### config.mk
export PLATFORM = sky130hd
export DESIGN_NAME = mux_logic_unit
export DESIGN_NICKNAME = d
export VERILOG_FILES = /design/src/rtl/mux_logic_unit.sv
export SDC_FILE = /design/constraint.sdc
export NUM_CORES = 1
export LEC_CHECK = 0
export ABC_AREA = 1
export ABC_CLOCK_PERIOD_IN_PS = 4700
export CAP_MARGIN = 15
export CORE_AREA = 10 10 111 113
export CTS_BUF_LIST = sky130_fd_sc_hd__clkbuf_2
export DETAILED_ROUTE_END_ITERATION = 10
export DIE_AREA = 0 0 121 123
export PLACE_DENSITY = 0.57
export SLEW_MARGIN = 10
export SYNTH_ARGS = -nofsm -noshare
export SYNTH_HDL_FRONTEND = slang
export SYNTH_SLANG_ARGS = --single-unit
### constraint.sdc
create_clock -name clk -period 4.7 [get_ports clk]
set_clock_uncertainty 0.15 [all_clocks]
set_input_delay 0.94 -clock clk [delete_from_list [all_inputs] [get_ports clk]]
set_output_delay 0.94 -clock clk [all_outputs]
set_load 0.02 [all_outputs]
### src/rtl/mux_logic_unit.sv
// mux_logic_unit: two-stage pipelined bitwise logic unit. Every gate is built
// per bit from 2:1 multiplexers. Valid/ready on both sides, an accumulator
// for chaining results, and a saturating count of delivered results.
module mux_logic_unit #(
    parameter int WIDTH   = 8,
    parameter int COUNT_W = 16
) (
    input  logic               clk,
    input  logic               rst_n,
    input  logic               in_valid,
    output logic               in_ready,
    input  logic [WIDTH-1:0]   in_a,
    input  logic [WIDTH-1:0]   in_b,
    input  logic [2:0]         in_op,
    input  logic               in_acc,
    input  logic               acc_clr,
    output logic               out_valid,
    input  logic               out_ready,
    output logic [WIDTH-1:0]   out_data,
    output logic               out_zero,
    output logic               out_parity,
    output logic [COUNT_W-1:0] op_count
);

    typedef enum logic [2:0] {
        OP_AND  = 3'd0,
        OP_OR   = 3'd1,
        OP_NOT  = 3'd2,
        OP_XOR  = 3'd3,
        OP_NAND = 3'd4,
        OP_NOR  = 3'd5,
        OP_XNOR = 3'd6,
        OP_PASS = 3'd7
    } op_e;

    // Stage 1 holds the accepted operands; stage 2 is the output register.
    logic             s1_valid;
    logic             s1_acc;
    logic [WIDTH-1:0] s1_a;
    logic [WIDTH-1:0] s1_b;
    op_e              s1_op;
    logic             s2_valid;

    logic             s1_ready;
    logic             s2_ready;
    logic             s1_load;
    logic             s2_load;
    logic [WIDTH-1:0] acc_q;
    logic [WIDTH-1:0] op_a;
    logic [WIDTH-1:0] result;

    // The single primitive everything is built from.
    function automatic logic mux2(input logic sel, input logic d1, input logic d0);
        return sel ? d1 : d0;
    endfunction

    function automatic logic g_and(input logic a, input logic b);
        return mux2(b, a, 1'b0);
    endfunction

    function automatic logic g_or(input logic a, input logic b);
        return mux2(b, 1'b1, a);
    endfunction

    function automatic logic g_not(input logic a);
        return mux2(a, 1'b0, 1'b1);
    endfunction

    // b selects between a and its inverse.
    function automatic logic g_xor(input logic a, input logic b);
        return mux2(b, g_not(a), a);
    endfunction

    // Each stage can take a beat if it is empty or its content leaves this cycle.
    assign s2_ready = !s2_valid || out_ready;
    assign s1_ready = !s1_valid || s2_ready;
    assign in_ready = s1_ready;
    assign s1_load  = in_valid && s1_ready;
    assign s2_load  = s1_valid && s2_ready;

    assign out_valid  = s2_valid;
    assign out_zero   = ~|out_data;
    assign out_parity = ^out_data;

    // Operand a is taken from the accumulator at compute time so chained beats see the latest result.
    assign op_a = s1_acc ? acc_q : s1_a;

    // Per-bit gate evaluation selected by the stage-1 opcode.
    always_comb begin
        // NOTE: default assignment first so no path through the block leaves result unassigned (no latch).
        result = '0;
        for (int i = 0; i < WIDTH; i++) begin
            case (s1_op)
                OP_AND:  result[i] = g_and(op_a[i], s1_b[i]);
                OP_OR:   result[i] = g_or(op_a[i], s1_b[i]);
                OP_NOT:  result[i] = g_not(op_a[i]);
                OP_XOR:  result[i] = g_xor(op_a[i], s1_b[i]);
                OP_NAND: result[i] = g_not(g_and(op_a[i], s1_b[i]));
                OP_NOR:  result[i] = g_not(g_or(op_a[i], s1_b[i]));
                OP_XNOR: result[i] = g_not(g_xor(op_a[i], s1_b[i]));
                OP_PASS: result[i] = s1_b[i];
                default: result[i] = 1'b0;
            endcase
        end
    end

    // Stage-1 occupancy: fills on input handshake, empties when it drains with nothing new behind it.
    always_ff @(posedge clk or negedge rst_n) begin
        if (!rst_n) begin
            // NOTE: non-blocking assignments for all clocked state so every register samples pre-edge values.
            s1_valid <= 1'b0;
        end else if (s1_load) begin
            s1_valid <= 1'b1;
        end else if (s2_load) begin
            s1_valid <= 1'b0;
        end
    end

    // Stage-1 payload; qualified by s1_valid so it needs no reset.
    always_ff @(posedge clk) begin
        // NOTE: datapath registers are deliberately left unreset; only the valid bits gate their use.
        if (s1_load) begin
            s1_a   <= in_a;
            s1_b   <= in_b;
            s1_op  <= op_e'(in_op);
            s1_acc <= in_acc;
        end
    end

    // Stage-2 output register: loads the computed result, clears when consumed with no follower.
    always_ff @(posedge clk or negedge rst_n) begin
        if (!rst_n) begin
            s2_valid <= 1'b0;
            out_data <= '0;
        end else if (s2_load) begin
            s2_valid <= 1'b1;
            out_data <= result;
        end else if (out_ready) begin
            s2_valid <= 1'b0;
        end
    end

    // Accumulator tracks every result; a clear pulse wins over a same-cycle load.
    always_ff @(posedge clk or negedge rst_n) begin
        if (!rst_n) begin
            acc_q <= '0;
        end else if (acc_clr) begin
            acc_q <= '0;
        end else if (s2_load) begin
            acc_q <= result;
        end
    end

    // Count delivered results, holding at all-ones.
    always_ff @(posedge clk or negedge rst_n) begin
        if (!rst_n) begin
            op_count <= '0;
        end else if (out_valid && out_ready && (op_count != '1)) begin
            op_count <= op_count + COUNT_W'(1);
        end
    end

endmodule

==> results.toml, run 1 <==
[flow_run]
maxCapViolations = 0

[synthesis]
synth.distinct_cells = 31
syn-num-nets = 495
synth_top_area_cell = "dfrtp_1"
synth_cells = 449
syn_area_sq_um = 3450
synth_top_area_share_pct = 24.66
ys_seq_area_share_pct = 42.07
synth-seq-cells = 54
yosys_warnings = 0
synth_area_leaders = "dfrtp_1 (25%), edfxtp_1 (17%), nand2_1 (16%)"
post_synth.cell_area_avg_sq_um = 7.683

[clock_tree]
tritoncts = "built"
h-tree-depth = 2
postCtsSetupBuffers = 0
post_cts_resize_count = 0
hold_buffers = 0
clkLatencyLatePin_ns = 0.48
cts-root-buf = "clkbuf_2"
clk_pin_slew_worst_paths_ns = 0.32
cts.sinks = 54
ctsLongestPathBuffers = 2
numCtsBuffers = 5

[power_and_ir_drop]
irDropWorstVdd_mv = 0.2243
pwr-share-comb_pct = 41.7
p_seq_share_pct = 44.0
p_leak_nw = 1.972
power_density_nw_per_um2 = 355.9
p_int_mw = 0.8826
power.switching_mw = 0.5833
clkPwrFrac_pct = 14.4
switching_share_pct = 39.79

[worst_setup_path]
crit_chain = "inv_1 -> ha_1 -> xnor2_1 -> xnor2_1 -> clkdlybuf4s50_1"
crit_path_frequent_cell = "xnor2_1"
cp-end-kind = "output pin"
cp_num_buf_inv = 2
slowest_delay_ns = 0.62
worstPathArrival_ns = 2.25
cp-start-kind = "flop"
critical-path-slowest-cell = "clkdlybuf4s50_1"
cpLargestDelayFamily = "buffers and inverters"
critPathRequiredTime_ns = 3.61
worst-r2r-setup-slack_ns = 2.15
criticalPathCategory = "reg2out"
worst-path-max-fanout = 2

[global_routing]
grt_max_degree = 35
grt.total_usage_pct = 11.63
grt-ovfl-total = 0
antenna_found_initial = 0
grt_first_pass_wirelength_mm = 14.17
grt_pass1_vias = 2917

[sta]
finalCriticalPeriod_ns = 3.335
fmax_mhz = 299.8
finalSetupViolCount = 0
slew_headroom_pct = 33.44
finalMaxSlewViolations = 0
fin_crit_sh_pct = 70.97
report.final.hold_viol_count = 0
worst_slack_ns = 1.365
grt_setup_unrepaired = "false"
finalSetupTns_ns = 0
tightest_slew_ns = 0.9984

[die]
coreArea_sq_um = 10140
die_area_sq_um = 14880
die_w_microns = 121
initial_core_util_pct = 34.02
io_pins = 53
die_height_microns = 123
fp-row-count = 37

[route]
antenna_left = 0
vias = 2940
drc_errors = 0
initialDrtViolationCount = 107
dr.pass1.iters = 4
wire_per_inst_microns = 13.29
vias_per_cell = 4.645
routed_wl_mm = 8.411

[final_layout]
post-route-util_pct = 40.63
drive_gt1_share_pct = 4.628
fill_cells = 1068
synthToLayoutAreaGrowth_pct = 19.41
insertedDiodeCount = 0
instances_no_fill = 633
fin_nets = 542

[run_status]
status = "finished, final reports clean"

[placement]
dp_slack_ns = 1.390
io_buffers = 52
gp_congestion = 0.7938
dp.cells = 625
dp_hpwl_mm = 6.213

[hold_path]
hold_class = "reg2reg"
-- metal layers --
layer  part of all wire [%]  global-route usage, %  vias up
li1                       -                      -     1515
met1                     45                  14.39     1351
met2                     48                  19.42       65
met3                    5.1                  2.735        9
met4                    1.9                  4.148        0
met5                      0                      0        -
-- logic make-up (layout without fill, tap and decap cells) --
group | count (synthesis) | count (layout) | synth area share, %
buffers and inverters | 83 | 131 | 10.19
AND/OR/NAND/NOR | 258 | 258 | 33.30
XOR/XNOR | 14 | 14 | 3.555
flip-flops | 54 | 54 | 42.07
AO/OA/AOI/OAI | 19 | 19 | 3.264
adder cells (fa/ha/maj) | 21 | 21 | 7.617
-- final cells by class --
type                            instances  area (sq um)  share of cell area [%]
Clock buffer                            5         25.02                  0.6075
Clock inverter                          3         28.78                  0.6987
Inverter                               69         261.5                   6.349
Multi-Input combinational cell        312          1647                   39.98
Sequential cell                        54          1451                   35.24
Tap cell                              136         170.2                   4.131
Timing Repair Buffer                   54         535.5                   13.00
-- placed cells by master, fill, tap and decap left out, types with 5 or more instances in the layout --
master,n
nand2_1,143
inv_1,67
clkdlybuf4s50_1,52
nor2_1,39
nand3_1,37
dfrtp_1,34
ha_1,21
edfxtp_1,20
nand4_1,18
o21ai_0,9
nand3b_1,9
xor2_1,8
xnor2_1,6
nor3_1,5
clkbuf_2,5
-- worst min-delay path, cell delays in order (launching register included) --
cell and delay, ns:
dfrtp_1 0.42, inv_1 0.06, nand2_1 0.06
-- state kept, by name, indices dropped and copies added, names as in the netlist --
| name | cells |
|---|---|
| out_data | 8 |
| s1_op | 3 |
| s1_valid | 1 |
| out_valid | 1 |
| s1_b | 8 |
| op_count | 16 |
| acc_q | 8 |
| s1_a | 8 |
| s1_acc | 1 |
-- cell usage after synthesis --
| master | number |
|---|---|
| clkbuf_1 | 2 |
| o21ai_1 | 4 |
| buf_4 | 4 |
| edfxtp_1 | 20 |
| inv_4 | 1 |
| a21oi_1 | 1 |
| nor3_4 | 1 |
| nand3_2 | 2 |
| clkbuf_8 | 1 |
| ha_1 | 21 |
| nor2_2 | 1 |
| nor3_1 | 5 |
| nand2_1 | 143 |
| nor2_4 | 1 |
| nor2_1 | 39 |
| o31ai_1 | 1 |
| xnor2_1 | 6 |
| buf_1 | 2 |
| inv_1 | 67 |
| dfrtp_1 | 34 |
| buf_2 | 4 |
| nand4_1 | 18 |
| o21ai_0 | 9 |
| nor3_2 | 1 |
| buf_6 | 1 |
| inv_2 | 1 |
| nand2_4 | 1 |
| nand3_1 | 37 |
| o21ai_2 | 4 |
| nand3b_1 | 9 |
| xor2_1 | 8 |
-- worst paths after layout --
path / from / cells after the start / end
max in group asynchronous: rst_n / 2 / op_count[0]$_DFFE_PN0P_
min in group asynchronous: rst_n / 2 / out_data[5]$_DFFE_PN0P_
setup reg to reg: s1_op[2]$_DFFE_PP_ / 7 / out_data[7]$_DFFE_PN0P_
hold reg to reg: s1_valid$_DFFE_PN0P_ / 2 / out_valid$_DFFE_PN0P_
setup / recovery: out_data[4]$_DFFE_PN0P_ / 5 / out_parity
hold / removal: s1_valid$_DFFE_PN0P_ / 2 / out_valid$_DFFE_PN0P_
-- power groups by stage --
stage	Clock, mW	Sequential (mW)	Combinational [mW]
global placement	0	0.651	0.612
detailed placement	0	0.654	0.623
CTS	0.221	0.645	0.626
global route	0.242	0.659	0.677
floorplan	0	0.694	0.317
finish	0.211	0.644	0.611
-- stage by stage --
stage                     hold slack [ns]  cell area, sq um  power [mW]
after floorplan                    0.2971              3450       1.012
after global placement             0.3051              4065       1.263
after detailed placement           0.3205              4065       1.277
after CTS                          0.3656              4119       1.491
after global routing               0.4005              4119       1.579
final                              0.3736              4119       1.466
No activity file was read; power rests on OpenSTA's default activity.
==> run 2: changes to the inputs <==
--- a/config.mk
+++ b/config.mk
@@ -6,7 +6,7 @@
 export NUM_CORES = 1
 export LEC_CHECK = 0
 export ABC_AREA = 1
-export ABC_CLOCK_PERIOD_IN_PS = 4700
+export ABC_CLOCK_PERIOD_IN_PS = 3200
 export CAP_MARGIN = 15
 export CORE_AREA = 10 10 111 113
 export CTS_BUF_LIST = sky130_fd_sc_hd__clkbuf_2
==> constraint.sdc (replaced) <==
create_clock -name clk -period 3.2 [get_ports clk]
set_clock_uncertainty 0.15 [all_clocks]
set_input_delay 0.64 -clock clk [delete_from_list [all_inputs] [get_ports clk]]
set_output_delay 0.64 -clock clk [all_outputs]
set_load 0.02 [all_outputs]
==> run 2 against run 1 <==
Routed wire length is 0.96% lower. Design area increased by 1.0%. Final cell count is 0.47% higher. Non-clock buffer count is 3 higher. Via count rose by 1.4%. Worst hold slack worse by 0.022 ns. Global-route usage increased by 0.10 points. Setup slack lost 1.2 ns. Count of clock-buffer cells in the layout unchanged. Sequential power up 47%. Critical path type unchanged. Largest power group unchanged. Highest routed layer unchanged.
==> results.toml, run 2 (same netlist as run 1, synthesis figures left out) <==
[run_status]
status = "finished, final reports clean"

[route]
drc_errors = 0
antenna_left = 0
vias = 2980
initialDrtViolationCount = 173
routed_wl_mm = 8.330
vias_per_cell = 4.686
wire_per_inst_microns = 13.10
dr.pass1.iters = 4

[sta]
report.final.hold_viol_count = 0
worst_slack_ns = 0.1628
fmax_mhz = 329.3
slew_headroom_pct = 44.15
fin_crit_sh_pct = 94.91
tightest_slew_ns = 0.8377
finalCriticalPeriod_ns = 3.037
finalSetupTns_ns = 0
finalMaxSlewViolations = 0
finalSetupViolCount = 0
grt_setup_unrepaired = "false"

[final_layout]
synthToLayoutAreaGrowth_pct = 20.64
largest_reg_flops = 16
drive_gt1_share_pct = 5.200
post-route-util_pct = 41.05
fin_nets = 545
final_cell_mix = "nand2_1 (143), inv_1 (67), clkdlybuf4s50_1 (52)"
layout_commonest_cell = "nand2_1"
largest_register = "op_count"
insertedDiodeCount = 0

[die]
io_pins = 53
coreArea_sq_um = 10140
fp-row-count = 37
initial_core_util_pct = 34.02
die_height_microns = 123
die_w_microns = 121
die_area_sq_um = 14880

[clock_tree]
clk_pin_slew_worst_paths_ns = 0.32
tritoncts = "built"
post_cts_resize_count = 0
h-tree-depth = 2
ctsLongestPathBuffers = 2
numCtsBuffers = 5
cts-root-buf = "clkbuf_2"
cts.sinks = 54
clkLatencyLatePin_ns = 0.48
hold_buffers = 0
postCtsSetupBuffers = 0

[worst_setup_path]
crit_chain = "inv_1 -> ha_1 -> xnor2_1 -> xnor2_1 -> clkdlybuf4s50_1"
timing.rr.end = "out_data[7]$_DFFE_PN0P_"
crit_start = "out_data[6]$_DFFE_PN0P_"
worstRegToRegCells = 7
cp-start-kind = "flop"
worst-path-max-fanout = 2
crit_path_frequent_cell = "xnor2_1"
critPathRequiredTime_ns = 2.41
worstSetupEndpoint = "out_parity"
slowest_delay_ns = 0.63
worst-r2r-setup-slack_ns = 0.92
critical-path-slowest-cell = "clkdlybuf4s50_1"
criticalPathCategory = "reg2out"
cp-end-kind = "output pin"
worstPathArrival_ns = 2.25
r2r_start = "s1_op[2]$_DFFE_PP_"

[power_and_ir_drop]
switching_share_pct = 38.48
irDropWorstVdd_mv = 0.2807
p_seq_share_pct = 42.3
clkPwrFrac_pct = 17.3
p_int_mw = 1.374
pwr-share-comb_pct = 40.4
p_leak_nw = 1.993
power.switching_mw = 0.8592
power_density_nw_per_um2 = 536.6
total_power_mw = 2.233

[placement]
io_buffers = 52
gp_congestion = 0.7934
dp_hpwl_mm = 6.155
dp_slack_ns = 0.4999

[global_routing]
grt_first_pass_wirelength_mm = 14.18
antenna_found_initial = 0
grt_pass1_vias = 2985
grt.total_usage_pct = 11.73
grt_max_degree = 35
grt-ovfl-total = 0

[hold_path]
hold_class = "in2async"

[flow_run]
maxCapViolations = 0
run 2: cell types whose count changed in the layout (fill, tap and decap cells not counted):
cell        delta
bufinv_16      +1
clkinvlp_4     +1
clkinv_4       -2
buf_4          +3
run 2: per-layer routing:
metal	vias up	routed length (microns)	track usage, %
li1	1523	-	-
met1	1381	3724	14.16
met2	67	4008	19.32
met3	9	480	3.510
met4	0	117	4.525
met5	-	0	0
run 2: power by group through the flow:
stage	clock (mW)	sequential (mW)	combinational, mW
6_report	0.386	0.944	0.903
3_5_place_dp	0	0.959	0.918
4_1_cts	0.407	0.947	0.922
3_3_place_gp	0	0.954	0.906
5_1_grt	0.432	0.967	1.00
2_1_floorplan	0	1.02	0.466
run 2: worst min-delay path by stage:
stage                         start                      end  cells past startpoint
2_1_floorplan                 rst_n     acc_q[0]$_DFFE_PN0P_                      0
3_3_place_gp   s1_valid$_DFFE_PN0P_    out_valid$_DFFE_PN0P_                      2
3_5_place_dp   s1_valid$_DFFE_PN0P_    out_valid$_DFFE_PN0P_                      2
4_1_cts                       rst_n  op_count[2]$_DFFE_PN0P_                      2
5_1_grt                       rst_n  op_count[2]$_DFFE_PN0P_                      2
6_report                      rst_n  out_data[7]$_DFFE_PN0P_                      2
run 2: layout make-up:
type	count	area, sq um
fill	1047	5977
multi-input combinational	312	1647
sequential	54	1451
timing repair buffer	57	558.0
inverter	69	261.5
tap	136	170.2
clock inverter	3	48.80
clock buffer	5	25.02
run 2: worst max-delay path: cells and delay by family (launching register included):
| kind | cells | cell delay [ns] |
|---|---|---|
| flops | 1 | 0.43 |
| buf+inv | 2 | 0.69 |
| xor+xnor | 2 | 0.35 |
| fa+ha+maj | 1 | 0.29 |
run 2: through the flow:
step	std cells	hold slack (ns)	instance area (sq um)
floorplan	449	0.1944	3450
global placement	628	0.3070	4088
detailed placement	628	0.3168	4088
CTS	636	0.3293	4161
global route	636	0.3418	4161
finish	636	0.3512	4161
==> run 3: changes to the inputs <==
--- a/config.mk
+++ b/config.mk
@@ -10,6 +10,7 @@
 export CAP_MARGIN = 15
 export CORE_AREA = 10 10 111 113
 export CTS_BUF_LIST = sky130_fd_sc_hd__clkbuf_2
+export CTS_CLUSTER_SIZE = 12
 export DETAILED_ROUTE_END_ITERATION = 10
 export DIE_AREA = 0 0 121 123
 export PLACE_DENSITY = 0.57
==> results of run 3 <==
No change in the layout: final DEF, timing and power equal those of run 2.
